$ cat src/rtl/ahb_bridge_arbiter_if.sv
// ============================================================================
// Module      : ahb_bridge_arbiter_if
// Description : Bus bundle between the AHB masters, the bridge arbiter and
//               the AHB-to-APB bridge slave port.
// Revision    : 1.0 - initial release
// ============================================================================
`default_nettype none

interface ahb_bridge_arbiter_if #(
    parameter int NM = 2,
    parameter int MW = 1,
    parameter int AW = 32,
    parameter int DW = 32
);
    logic [NM-1:0]    hbusreq;
    logic [NM-1:0]    hlock;
    logic [NM*AW-1:0] haddr_m;
    logic [NM*DW-1:0] hwdata_m;
    logic [NM-1:0]    hwrite_m;
    logic [NM*2-1:0]  htrans_m;
    logic             hreadyout;
    logic [NM-1:0]    hgrant;
    logic [MW-1:0]    hmaster;
    logic             hmastlock;
    logic [AW-1:0]    haddr;
    logic             hwrite;
    logic [1:0]       htrans;
    logic [DW-1:0]    hwdata;
    logic             timeout_o;

    modport slave (
        input  hbusreq, hlock, haddr_m, hwdata_m, hwrite_m, htrans_m, hreadyout,
        output hgrant, hmaster, hmastlock, haddr, hwrite, htrans, hwdata, timeout_o
    );

    modport master (
        output hbusreq, hlock, haddr_m, hwdata_m, hwrite_m, htrans_m,
        input  hreadyout, hgrant, hmaster, hmastlock, haddr, hwrite, htrans, hwdata,
               timeout_o
    );
endinterface

`default_nettype wire

$ cat src/rtl/ahb_bridge_arbiter.sv
// ============================================================================
// Module      : ahb_bridge_arbiter
// Description : Round-robin arbiter sharing one AHB-to-APB bridge between NM
//               masters. Optional tenure timeout via macro ARB_TIMEOUT_EN.
// Revision    : 1.0 - initial release
// ============================================================================
`default_nettype none

module ahb_bridge_arbiter #(
    parameter int NM      = 2,
    parameter int MW      = 1,
    parameter int AW      = 32,
    parameter int DW      = 32,
    parameter int TIMEOUT = 16
) (
    input  wire logic             hclk,
    input  wire logic             hresetn,
    ahb_bridge_arbiter_if.slave   bus
);

    typedef enum logic [1:0] {
        S_IDLE  = 2'd0,
        S_OWN   = 2'd1,
        S_DRAIN = 2'd2
    } state_t;

    state_t        r_state, w_state_nxt;
    logic [NM-1:0] r_grant, w_grant_nxt;
    logic [MW-1:0] r_master, w_master_nxt;
    logic [MW-1:0] r_master_d;
    logic [MW-1:0] r_last, w_last_nxt;
    logic          r_mastlock, w_lock_nxt;
    logic          r_timeout, w_timeout_nxt;
    logic          w_found;
    logic [MW-1:0] w_winner;
    logic [MW-1:0] w_sel;
    logic          w_release;
    logic          w_handover;
    logic          w_grant_evt;

`ifdef ARB_TIMEOUT_EN
    localparam logic [7:0] c_TO_LIMIT = 8'(TIMEOUT - 1);
    logic [7:0] r_count;
    logic       w_others;
    logic       w_to_hit;

    assign w_others = |(bus.hbusreq & ~r_grant);
    assign w_to_hit = (r_count >= c_TO_LIMIT) && w_others && !r_mastlock && bus.hreadyout;
`endif

    // First requester scanning last+1, last+2, ... wraps so the previous winner is checked last
    always_comb begin
        w_found  = 1'b0;
        w_winner = '0;
        w_sel    = '0;
        for (int k = 1; k <= NM; k++) begin
            w_sel = MW'((int'(r_last) + k) % NM);
            if (!w_found && bus.hbusreq[w_sel]) begin
                w_found  = 1'b1;
                w_winner = w_sel;
            end
        end
    end

    assign w_release = !bus.hbusreq[r_master] && !r_mastlock;

    always_comb begin
        w_state_nxt   = r_state;
        w_grant_nxt   = r_grant;
        w_master_nxt  = r_master;
        w_last_nxt    = r_last;
        w_lock_nxt    = r_mastlock;
        w_timeout_nxt = 1'b0;
        w_handover    = 1'b0;
        w_grant_evt   = 1'b0;

        case (r_state)
            S_IDLE: begin
                if (w_found) w_handover = 1'b1;
            end
            S_OWN: begin
                if (w_release) begin
                    if (bus.hreadyout) w_handover  = 1'b1;
                    else               w_state_nxt = S_DRAIN;
                end else begin
`ifdef ARB_TIMEOUT_EN
                    if (w_to_hit) begin
                        w_handover    = 1'b1;
                        w_timeout_nxt = 1'b1;
                    end else
`endif
                    if (r_mastlock && !bus.hlock[r_master] && bus.hreadyout) w_lock_nxt = 1'b0;
                end
            end
            S_DRAIN: begin
                if (bus.hreadyout) w_handover = 1'b1;
            end
            default: w_state_nxt = S_IDLE;
        endcase

        // With no other requester the bus returns to idle instead of re-granting
        if (w_handover) begin
            if (w_found) begin
                w_state_nxt  = S_OWN;
                w_grant_nxt  = NM'(1) << w_winner;
                w_master_nxt = w_winner;
                w_last_nxt   = w_winner;
                w_lock_nxt   = bus.hlock[w_winner];
                w_grant_evt  = 1'b1;
            end else begin
                w_state_nxt = S_IDLE;
                w_grant_nxt = '0;
                w_lock_nxt  = 1'b0;
            end
        end
    end

    always_ff @(posedge hclk) begin
        if (hresetn) begin
            r_state    <= S_IDLE;
            r_grant    <= '0;
            r_master   <= '0;
            r_master_d <= '0;
            r_last     <= MW'(NM - 1);
            r_mastlock <= 1'b0;
            r_timeout  <= 1'b0;
        end else begin
            r_state    <= w_state_nxt;
            r_grant    <= w_grant_nxt;
            r_master   <= w_master_nxt;
            r_last     <= w_last_nxt;
            r_mastlock <= w_lock_nxt;
            r_timeout  <= w_timeout_nxt;
            if (bus.hreadyout) r_master_d <= r_master;
        end
    end

`ifdef ARB_TIMEOUT_EN
    always_ff @(posedge hclk) begin
        if (hresetn) begin
            r_count <= '0;
        end else if (w_grant_evt) begin
            r_count <= '0;
        end else if (r_state == S_OWN && r_count != 8'hFF) begin
            r_count <= r_count + 8'd1;
        end
    end
`endif

    assign bus.hgrant    = r_grant;
    assign bus.hmaster   = r_master;
    assign bus.hmastlock = r_mastlock;
    assign bus.timeout_o = r_timeout;
    assign bus.haddr     = AW'(bus.haddr_m >> (int'(r_master) * AW));
    assign bus.hwrite    = bus.hwrite_m[r_master];
    assign bus.htrans    = (r_grant == '0) ? 2'b00 : 2'(bus.htrans_m >> (int'(r_master) * 2));
    assign bus.hwdata    = DW'(bus.hwdata_m >> (int'(r_master_d) * DW));

endmodule

`default_nettype wire

$ cat src/flat_wrapper.sv
// flat-port wrapper written by rule: the top's interface ports become plain ports
module ahb_bridge_arbiter_flat 
#(
    parameter int NM      = 2,
    parameter int MW      = 1,
    parameter int AW      = 32,
    parameter int DW      = 32,
    parameter int TIMEOUT = 16
)
  (hclk, hresetn, bus_hbusreq, bus_hlock, bus_haddr_m, bus_hwdata_m, bus_hwrite_m, bus_htrans_m, bus_hreadyout, bus_hgrant, bus_hmaster, bus_hmastlock, bus_haddr, bus_hwrite, bus_htrans, bus_hwdata, bus_timeout_o);
  ahb_bridge_arbiter_if #(.NM(NM), .MW(MW), .AW(AW), .DW(DW)) bus_i ();
  input  wire logic hclk;
  input  wire logic hresetn;
  input wire logic [$bits(bus_i.hbusreq)-1:0] bus_hbusreq;
  input wire logic [$bits(bus_i.hlock)-1:0] bus_hlock;
  input wire logic [$bits(bus_i.haddr_m)-1:0] bus_haddr_m;
  input wire logic [$bits(bus_i.hwdata_m)-1:0] bus_hwdata_m;
  input wire logic [$bits(bus_i.hwrite_m)-1:0] bus_hwrite_m;
  input wire logic [$bits(bus_i.htrans_m)-1:0] bus_htrans_m;
  input wire logic [$bits(bus_i.hreadyout)-1:0] bus_hreadyout;
  output wire logic [$bits(bus_i.hgrant)-1:0] bus_hgrant;
  output wire logic [$bits(bus_i.hmaster)-1:0] bus_hmaster;
  output wire logic [$bits(bus_i.hmastlock)-1:0] bus_hmastlock;
  output wire logic [$bits(bus_i.haddr)-1:0] bus_haddr;
  output wire logic [$bits(bus_i.hwrite)-1:0] bus_hwrite;
  output wire logic [$bits(bus_i.htrans)-1:0] bus_htrans;
  output wire logic [$bits(bus_i.hwdata)-1:0] bus_hwdata;
  output wire logic [$bits(bus_i.timeout_o)-1:0] bus_timeout_o;
  assign bus_i.hbusreq = bus_hbusreq;
  assign bus_i.hlock = bus_hlock;
  assign bus_i.haddr_m = bus_haddr_m;
  assign bus_i.hwdata_m = bus_hwdata_m;
  assign bus_i.hwrite_m = bus_hwrite_m;
  assign bus_i.htrans_m = bus_htrans_m;
  assign bus_i.hreadyout = bus_hreadyout;
  assign bus_hgrant = bus_i.hgrant;
  assign bus_hmaster = bus_i.hmaster;
  assign bus_hmastlock = bus_i.hmastlock;
  assign bus_haddr = bus_i.haddr;
  assign bus_hwrite = bus_i.hwrite;
  assign bus_htrans = bus_i.htrans;
  assign bus_hwdata = bus_i.hwdata;
  assign bus_timeout_o = bus_i.timeout_o;
  ahb_bridge_arbiter #(.NM(NM), .MW(MW), .AW(AW), .DW(DW), .TIMEOUT(TIMEOUT)) u_core (.hclk(hclk), .hresetn(hresetn), .bus(bus_i));
endmodule
$ cat config.mk
export PLATFORM = sky130hd
export DESIGN_NAME = ahb_bridge_arbiter_flat
export DESIGN_NICKNAME = d
export VERILOG_FILES = /design/src/rtl/ahb_bridge_arbiter_if.sv /design/src/rtl/ahb_bridge_arbiter.sv /design/src/flat_wrapper.sv
export SDC_FILE = /design/constraint.sdc
export NUM_CORES = 1
export LEC_CHECK = 0
export ABC_AREA = 1
export BUFFER_PORTS_ARGS = -buffer_cell sky130_fd_sc_hd__buf_2
export CAP_MARGIN = 20
export CORE_AREA = 2 2 83 85
export DETAILED_ROUTE_END_ITERATION = 16
export DIE_AREA = 0 0 85 87
export PLACE_DENSITY = 0.58
export REMOVE_ABC_BUFFERS = 1
export SLEW_MARGIN = 5
export SYNTH_ARGS = -nofsm -noshare
export SYNTH_HDL_FRONTEND = slang
export SYNTH_SLANG_ARGS = --single-unit
$ cat constraint.sdc
create_clock -name hclk -period 1.95 [get_ports hclk]
set_input_delay 0.195 -clock hclk [delete_from_list [all_inputs] [get_ports hclk]]
set_output_delay 0.195 -clock hclk [all_outputs]
set_load 0.01 [all_outputs]
* After elaboration in Yosys (flattened, before gate mapping)
Cells that the tools add are included.
** Word-level totals
- ROM bits :: 0
- Output and inout bits :: 72
- Flip-flop bits (word level) :: 8
- Memories :: 0
- Memory bits (writable) :: 0
- Latch bits :: 0
** Operators by class
- Mux-type cells :: 32
- Equality and inequality tests :: 6
- Multiply operators :: 0
- Bitwise operators :: 0
- Reduce and logical (&&, ||, !) cells :: 16
- Shift operators :: 4
- Div/mod/pow operators :: 0
- Add/subtract/negate cells :: 2
- $lt $le $gt $ge :: 4
** Operators with widths (count)
- >> shifter 64 x 6 -> 32 bit :: 2
- two-way mux 1 bit :: 25
- two-way mux 2 bit :: 5
- < comparator 1 x 2 -> 1 bit, second input constant :: 4
- AND reduction 3 bit :: 2
- logical AND 1 bit :: 4
- zero test 1 bit :: 4
- zero test 2 bit :: 2
- case mux 2 bit (2 select lines) :: 1
- nonzero test 2 bit :: 2
- >> shifter 4 x 2 -> 2 bit :: 1
- inequality test 3 x 1 -> 1 bit, second input constant :: 1
- inequality test 3 x 2 -> 1 bit, second input constant :: 1
- case mux 1 bit (3 select lines) :: 1
- adder 1 bit, second input constant :: 2
- equality test 2 x 1 -> 1 bit, second input constant :: 1
- equality test 2 bit, second input constant :: 1
- inequality test 2 x 1 -> 1 bit, second input constant :: 1
- inequality test 2 bit, second input constant :: 1
- AND reduction 2 bit :: 1
- OR reduction 2 bit :: 1
- << shifter 1 x 1 -> 2 bit, first input constant :: 1

* Logic depth before layout (Yosys ltp)
Gate-level depths: netlist (run 1).
- Word-level depth :: 11
- Gate-level depth with buffers :: 8
- Mapped depth without buffers :: 8

* Worst setup path after synthesis (run 1)
OpenSTA, ideal clock, no wires.
- Path type :: register -> output
- Start point :: register u_core.r_master_d
- End point :: output bus_hwdata[0]
- Data arrival time :: 1002 ps
- Stages on the path, launching flop included :: 4
- Required time :: 1755 ps
- Path buffers :: 2
- Slack :: 753 ps
- Path through :: dfxtp_1 buf_2 buf_2 mux2_2
** On the way
- Cells in the longest elaborated chain, start to end :: 1
** RTL lines
- from (decl) :: RTL line ahb_bridge_arbiter.sv:30 : logic [MW-1:0] r_master_d;
- from (signal assigned) :: RTL line ahb_bridge_arbiter.sv:134 : if (bus.hreadyout) r_master_d <= r_master;
- >> shifter 64 x 6 -> 32 bit :: RTL line ahb_bridge_arbiter.sv:157 : assign bus.hwdata = DW'(bus.hwdata_m >> (int'(r_master_d) * DW));
- to (decl) :: RTL line flat_wrapper.sv:27 : output wire logic [$bits(bus_i.hwdata)-1:0] bus_hwdata;
Every way passes these cells.

* Worst setup path after layout (run 1)
- Start point :: register u_core.r_master, in the netlist u_core.bus.hmaster
- End point :: output bus_htrans[1]
** On the way
- Cells in the longest elaborated chain, start to end :: 2
** RTL lines
- from (decl) :: RTL line ahb_bridge_arbiter.sv:29 : logic [MW-1:0] r_master, w_master_nxt;
- from (signal assigned) :: RTL line ahb_bridge_arbiter.sv:130 : r_master <= w_master_nxt;
- >> shifter 4 x 2 -> 2 bit :: RTL line ahb_bridge_arbiter.sv:156 : assign bus.htrans = (r_grant == '0) ? 2'b00 : 2'(bus.htrans_m >> (int'(r_master) * 2));
- two-way mux 2 bit :: RTL line ahb_bridge_arbiter.sv:156
- to (decl) :: RTL line flat_wrapper.sv:26 : output wire logic [$bits(bus_i.htrans)-1:0] bus_htrans;
Every way passes these cells.

==> results of run 1 <==
-- cell families after synthesis --
kind of cell | count (synthesis) | share of synthesized area, %
muxes | 32 | 29.1
buffers and inverters | 24 | 8.38
other | 1 | 0.302
and+or+nand+nor | 135 | 42.8
AOI/OAI and AO/OA | 14 | 6.56
DFF | 8 | 12.9
-- critical path, stage by stage, from the launching register on --
cell and delay (ns):
dfxtp_1 0.35, inv_2 0.47, nand2_1 0.10, a21oi_1 0.15
buf_2 0.15
-- synthesized netlist by cell type --
cell type	n
nand4_1	1
nand2_4	1
o21ai_0	2
nand2_2	1
inv_2	1
nor2_1	6
dfxtp_1	8
a21oi_4	1
a21oi_1	11
conb_1	1
nor3_1	1
inv_1	11
nand2_1	117
nand3_1	8
clkbuf_1	3
buf_2	8
mux2_2	32
buf_4	1
-- stage by stage --
step	power, mW	util (%)
final	1.12	36.4
after global routing	1.22	36.4
after CTS	1.13	36.4
after detailed placement	0.921	35.8
after global placement	0.921	35.8
after floorplan	0.581	-
-- sequential cells by signal (all words and copies together) (netlist names) --
register	flops
u_core.r_state	2
u_core.r_last	1
u_core.r_master_d	1
u_core.bus.hmaster	1
u_core.bus.hmastlock	1
u_core.bus.hgrant	2
-- area by class of cell --
type / instances / area (µm²) / area share [%]
inverters: 12 / 45.0 / 1.88
clock buffers: 3 / 41.3 / 1.73
repair buffers: 213 / 1070 / 44.7
well taps: 80 / 100 / 4.18
flip-flops and latches: 8 / 160 / 6.69
multi-input cells: 182 / 976 / 40.8
-- metal layers --
metal	global-route usage, %	vias to the layer above	routed length (µm)
li1	-	1085	-
met5	0	-	0
met2	26.3	135	2760
met4	4.76	0	70
met3	3.03	7	640
met1	14.4	851	2060
-- layout by cell type (no fill, tap or decap) --
cell type  instances
nand2_1          117
conb_1             1
o21ai_0            2
a21oi_1           11
buf_2            211
nand4_1            1
a21oi_4            1
buf_4              2
clkbuf_8           3
nor2_1             6
mux2_2            32
nand2_4            1
inv_2              1
nor3_1             1
nand3_1            8
inv_1             11
nand2_2            1
dfxtp_1            8
-- power by group through the flow --
stage / Clock (mW) / Sequential, mW / Combinational, mW
finish: 0.202 / 0.203 / 0.714
global route: 0.221 / 0.208 / 0.792
global placement: 0 / 0.205 / 0.716
detailed placement: 0 / 0.206 / 0.715
CTS: 0.207 / 0.203 / 0.721
floorplan: 0 / 0.233 / 0.347
-- worst max-delay path by stage --
stage	start	cells after the start	end	slack [ns]
2_1_floorplan	u_core.bus.hmaster	5	u_core.bus.hmastlock	0.03
3_3_place_gp	u_core.bus.hmaster	4	bus_htrans[1]	0.56
3_5_place_dp	u_core.bus.hmaster	4	bus_htrans[1]	0.53
4_1_cts	u_core.bus.hmaster	4	bus_htrans[1]	0.27
5_1_grt	u_core.bus.hmaster	4	bus_htrans[1]	0.16
6_report	u_core.bus.hmaster	4	bus_htrans[1]	0.29
==> impl_results.md, run 1 <==
* Min-Delay Path Class: input port to flip-flop
* CTS tree: yes
* Hold path depth at 2
* Fillers at 703
* Sequential share of the synthesized area at 12.9%
* Hold Path Sink: u_core.r_master_d
* Worst-Skew Late Latency at 0.23 ns
* Status: complete, no violations
* Syn Inst Count at 214
* Post-CTS Hold Buffers at 0
* Cell area after synthesis at 1240 µm²
* Core ar. at 6570 µm²
* # diodes at 0
* Max Clock Skew at 0.00260 ns
* CTS buffer count at 3
* Clock root cell: clkbuf_8
* WL final at 5530 µm
* Net Sw Frac at 41.4%
* P_leak at 1.49 nW
* Drc violations at 0
* Num ports at 213
* Cell Rows at 30
* Die W at 85 µm
* Critical Path Source Type: flip-flop
* P per Cell Area at 468 nW/µm²
* Worst hold slack at 0.177 ns
* Share of total power in combinational logic at 63.8%
* Per-cell routed wire length at 11.1 µm
* Port buffer count at 211
* Dpl ws at 0.527 ns
* Unrepaired setup endpoints after global routing: false
* Num Clock Sinks at 8
* Unique masters post-synth at 18
* Area delta synth->final at 93.0%
* Layout cells sized above 1 at 60.3%
* Top cells by area, synth: nand2_1, mux2_2, dfxtp_1
* Worst Reg-to-Reg Cells at 5
* Tightest Pin Transition at 0.608 ns
* P_int at 656 µW
* Post-route setup slack at 0.293 ns
* Total Nets Final at 561
* Worst reg2reg startpoint: u_core.bus.hmaster
* Number of global-route vias before repair at 1858
* # Max-Cap Violations at 0
* Fin area at 2390 µm²
* Post-cts resize count at 0
* Slew Viols, Final at 0
* GRT Overall Usage at 13.6%
* Crit Path Max Fanout at 37
* Vias/cell at 4.17
* Number of antenna violations at the first check in global routing at 0
* Initial DRC Count at 76
* Fin. Hold Viols at 0
* Die ar. at 7400 µm²
* Clock power share at 18.1%
* Worst EP arrival at 1.46 ns
* TNS Setup at 0 ns
* Sequential power share at 18.2%
* Initial Util at 18.9%
* CTS Buffer Depth at 2
* Dpl cell area at 2350 µm²
* Gr ovfl total at 0
* RR Endpoint: u_core.bus.hmastlock
* Detail Route Antenna Nets at 0
* Non-Filler Instances at 498
* Max Freq at 604 MHz
* Worst Path Required at 1.75 ns
* Dpl cells at 495
* Flip-flop and latch count after synthesis at 8
* Relative slew slack at 59.4%
* DIE HEIGHT at 87 µm
* Net Switching at 463 µW
* Worst-path clk slew at 0.04 ns
* Final Setup Violations at 0
* Synth Area per Inst at 5.79 µm²
* FF-to-FF setup slack at 0.61 ns
* First-pass GRT wire length at 8290 µm
* Ys Warns at 0
* Maximum vdd ir drop at 0.000177 V
* Final period util at 85.0%
* CTS HTree Levels at 1
* Synth top area share at 35.4%
* Endpoint type of the worst setup path: output pin
* HP Start: bus_hreadyout
* First-pass detailed-route iteration total at 5
* Largest net degree at the start of global routing at 38
* Synth area leader: nand2_1
* Post-CTS Setup Bufs at 0
* Final HPWL from detailed placement at 4670 µm
* Total number of vias at 2078
* Placer Congestion at 0.788
* Clock period minus worst slack at 1.66 ns
* Crit path kind: flip-flop to output pin
No activity file was read; power rests on OpenSTA's default activity.
==> run 2, diff against run 1 <==
ABC_AREA = 0   (was 1)
CORE_AREA = 2 2 82 84   (was 2 2 83 85)
DIE_AREA = 0 0 84 86   (was 0 0 85 87)
PLACE_DENSITY = 0.62   (was 0.58)
clock period = 1.5 ns   (was 1.95 ns; I/O delays follow)
==> run 2 against run 1 <==
Compared with the run above:
- register-to-register slack lost 0.49 ns
- core utilization rose by 3.7 points
- routed wire length increased by 0.43%
- die area down 2.3%
- via count is 13% lower
- combinational power rose by 6.3%
- first-iteration DRC count shrank 41%
- flip-flop and latch count unchanged
- critical endpoint is now bus_haddr[14]
- largest power group unchanged
- highest routed layer unchanged
==> impl_results.md, run 2 <==
* GRT Overall Usage at 13.9%
* Vias/cell at 4.35
* Port buffer count at 211
* Worst reg2reg startpoint: u_core.bus.hmaster
* CTS HTree Levels at 1
* Die ar. at 7220 µm²
* Initial Util at 20.4%
* Largest net degree at the start of global routing at 34
* Worst hold slack at 0.169 ns
* Commonest non-fill, non-tap cell in the layout: buf_2
* Critical path, cell by cell: buf_12 > mux2_2 > buf_2
* Total Nets Final at 483
* RR Endpoint: u_core.bus.hmastlock
* Endpoint type of the worst setup path: output pin
* Die W at 84 µm
* Slew Viols, Final at 0
* Worst EP arrival at 1.30 ns
* Num ports at 213
* Initial DRC Count at 45
* Cell area after synthesis at 1280 µm²
* Unique masters post-synth at 32
* DIE HEIGHT at 86 µm
* Asr flop ratio synth at 0%
* # diodes at 0
* Area delta synth->final at 97.2%
* Final Setup Violations at 0
* Worst Path Required at 1.35 ns
* Detail Route Antenna Nets at 0
* CTS Buffer Depth at 2
* Final period util at 96.6%
* Most frequent cells in the layout: buf_2, mux2_2, nor2b_1, dfxtp_1, inv_1
* Hold path depth at 2
* Top delay family on crit path: flip-flops
* Ys Warns at 0
* WL final at 5560 µm
* Per-cell routed wire length at 13.3 µm
* Post-CTS Setup Bufs at 0
* Number of buffers and inverters on the critical path at 2
* Final HPWL from detailed placement at 4620 µm
* Worst-path clk slew at 0.04 ns
* Flip-flop and latch count after synthesis at 8
* Clock root cell: clkbuf_8
* Drc violations at 0
* Max Freq at 690 MHz
* Synth Area per Inst at 9.68 µm²
* Hold Path Sink: u_core.r_state[1]
* Fin. Hold Viols at 0
* Total number of vias at 1816
* Top cells by area, synth: mux2_2, dfxtp_1, mux2i_1
* Status: complete, no violations
* Worst Reg-to-Reg Cells at 4
* Sequential share of the synthesized area at 12.5%
* Count leader, synth: mux2_2
* Syn Inst Count at 132
* Unrepaired setup endpoints after global routing: false
* Synth top area share at 57.3%
* Maximum vdd ir drop at 0.000378 V
* P per Cell Area at 505 nW/µm²
* Layout cells sized above 1 at 86.2%
* Synth area leader: mux2_2
* TNS Setup at 0 ns
* Crit Path Max Fanout at 20
* HP Start: bus_hreadyout
* Gr ovfl total at 0
* Post-synth EDFFs at 0
* Top cells by count, synth: mux2_2, dfxtp_1, buf_2
* Dpl cells at 412
* Cell Rows at 29
* Ys flop type: dfxtp_1
* Min-Delay Path Class: input port to flip-flop
* Placer Congestion at 0.775
* First-pass detailed-route iteration total at 4
* Number of global-route vias before repair at 1739
* FF-to-FF setup slack at 0.12 ns
* P_leak at 1.32 nW
* Clock period minus worst slack at 1.45 ns
* Number of antenna violations at the first check in global routing at 0
* Core ar. at 6280 µm²
* CTS tree: yes
* # Max-Cap Violations at 0
* Worst-Skew Late Latency at 0.23 ns
* Non-Filler Instances at 417
* Critical Path Source Type: flip-flop
* First-pass GRT wire length at 8260 µm
* Critical-path top delay cell: dfxtp_4
* Max Clock Skew at 0.00177 ns
* Core Util, Final at 40.1%
* Num Clock Sinks at 8
* CTS buffer count at 3
* Crit path kind: flip-flop to output pin
* Largest stage delay, worst path at 0.39 ns
==> run 2: routing by layer <==
layer	vias to the layer above	GRT usage, %	routed length [µm]
met2	131	30.4	3080
met5	-	0	0
met1	779	13.8	1910
met4	0	1.03	17
met3	2	2.89	551
li1	904	-	-
==> run 2: kinds of logic (layout without fill, tap and decap cells) <==
group | after synthesis | count (layout) | synth area share (%)
muxes | 70 | 70 | 61.5
AOI/OAI and AO/OA | 14 | 14 | 8.72
adders and majority gates | 1 | 1 | 0.784
and+or+nand+nor | 23 | 23 | 10.8
DFF | 8 | 8 | 12.5
buffers and inverters | 15 | 223 | 5.39
other | 1 | 1 | 0.294
==> run 2: how the worst max path moves through the flow <==
stage                       startpoint                   end  slack, ns  cells past startpoint
floorplan           u_core.bus.hmaster  u_core.bus.hmastlock      -0.71                      4
global placement    u_core.bus.hmaster  u_core.bus.hmastlock       0.16                      4
detailed placement  u_core.bus.hmaster  u_core.bus.hmastlock       0.12                      4
CTS                  u_core.r_master_d        bus_hwdata[29]       0.02                      3
global route        u_core.bus.hmaster          bus_haddr[6]       0.01                      3
finish              u_core.bus.hmaster         bus_haddr[14]       0.05                      3
==> run 2: area by class of cell <==
class                   count  area, µm²
multi-input cells         109       1050
repair buffers            215       1150
fillers                   631       3760
flip-flops and latches      8        165
well taps                  77       96.3
inverters                   5       18.8
clock buffers               3       41.3
==> run 2: power by group <==
part	internal, mW	leakage, nW	switching [mW]
logic	0.439	1.23	0.320
clock network	0.174	0.0216	0.0881
registers	0.231	0.0669	0.0211
==> run 2: stage by stage <==
step | area [µm²] | setup WS (ns) | total power [mW]
after floorplan | 1230 | -0.707 | 0.622
after global placement | 2420 | 0.164 | 0.986
after detailed placement | 2420 | 0.119 | 0.993
after CTS | 2490 | 0.0219 | 1.28
after global routing | 2520 | 0.0130 | 1.35
final | 2520 | 0.0513 | 1.27
==> run 2: repair_timing <==
action | 4_1_cts | 5_1_grt
resized for setup | 3 | 1
gates cloned | 1 | 1
hold buffers | 0 | 0
setup endpoints to repair | 33 | 7
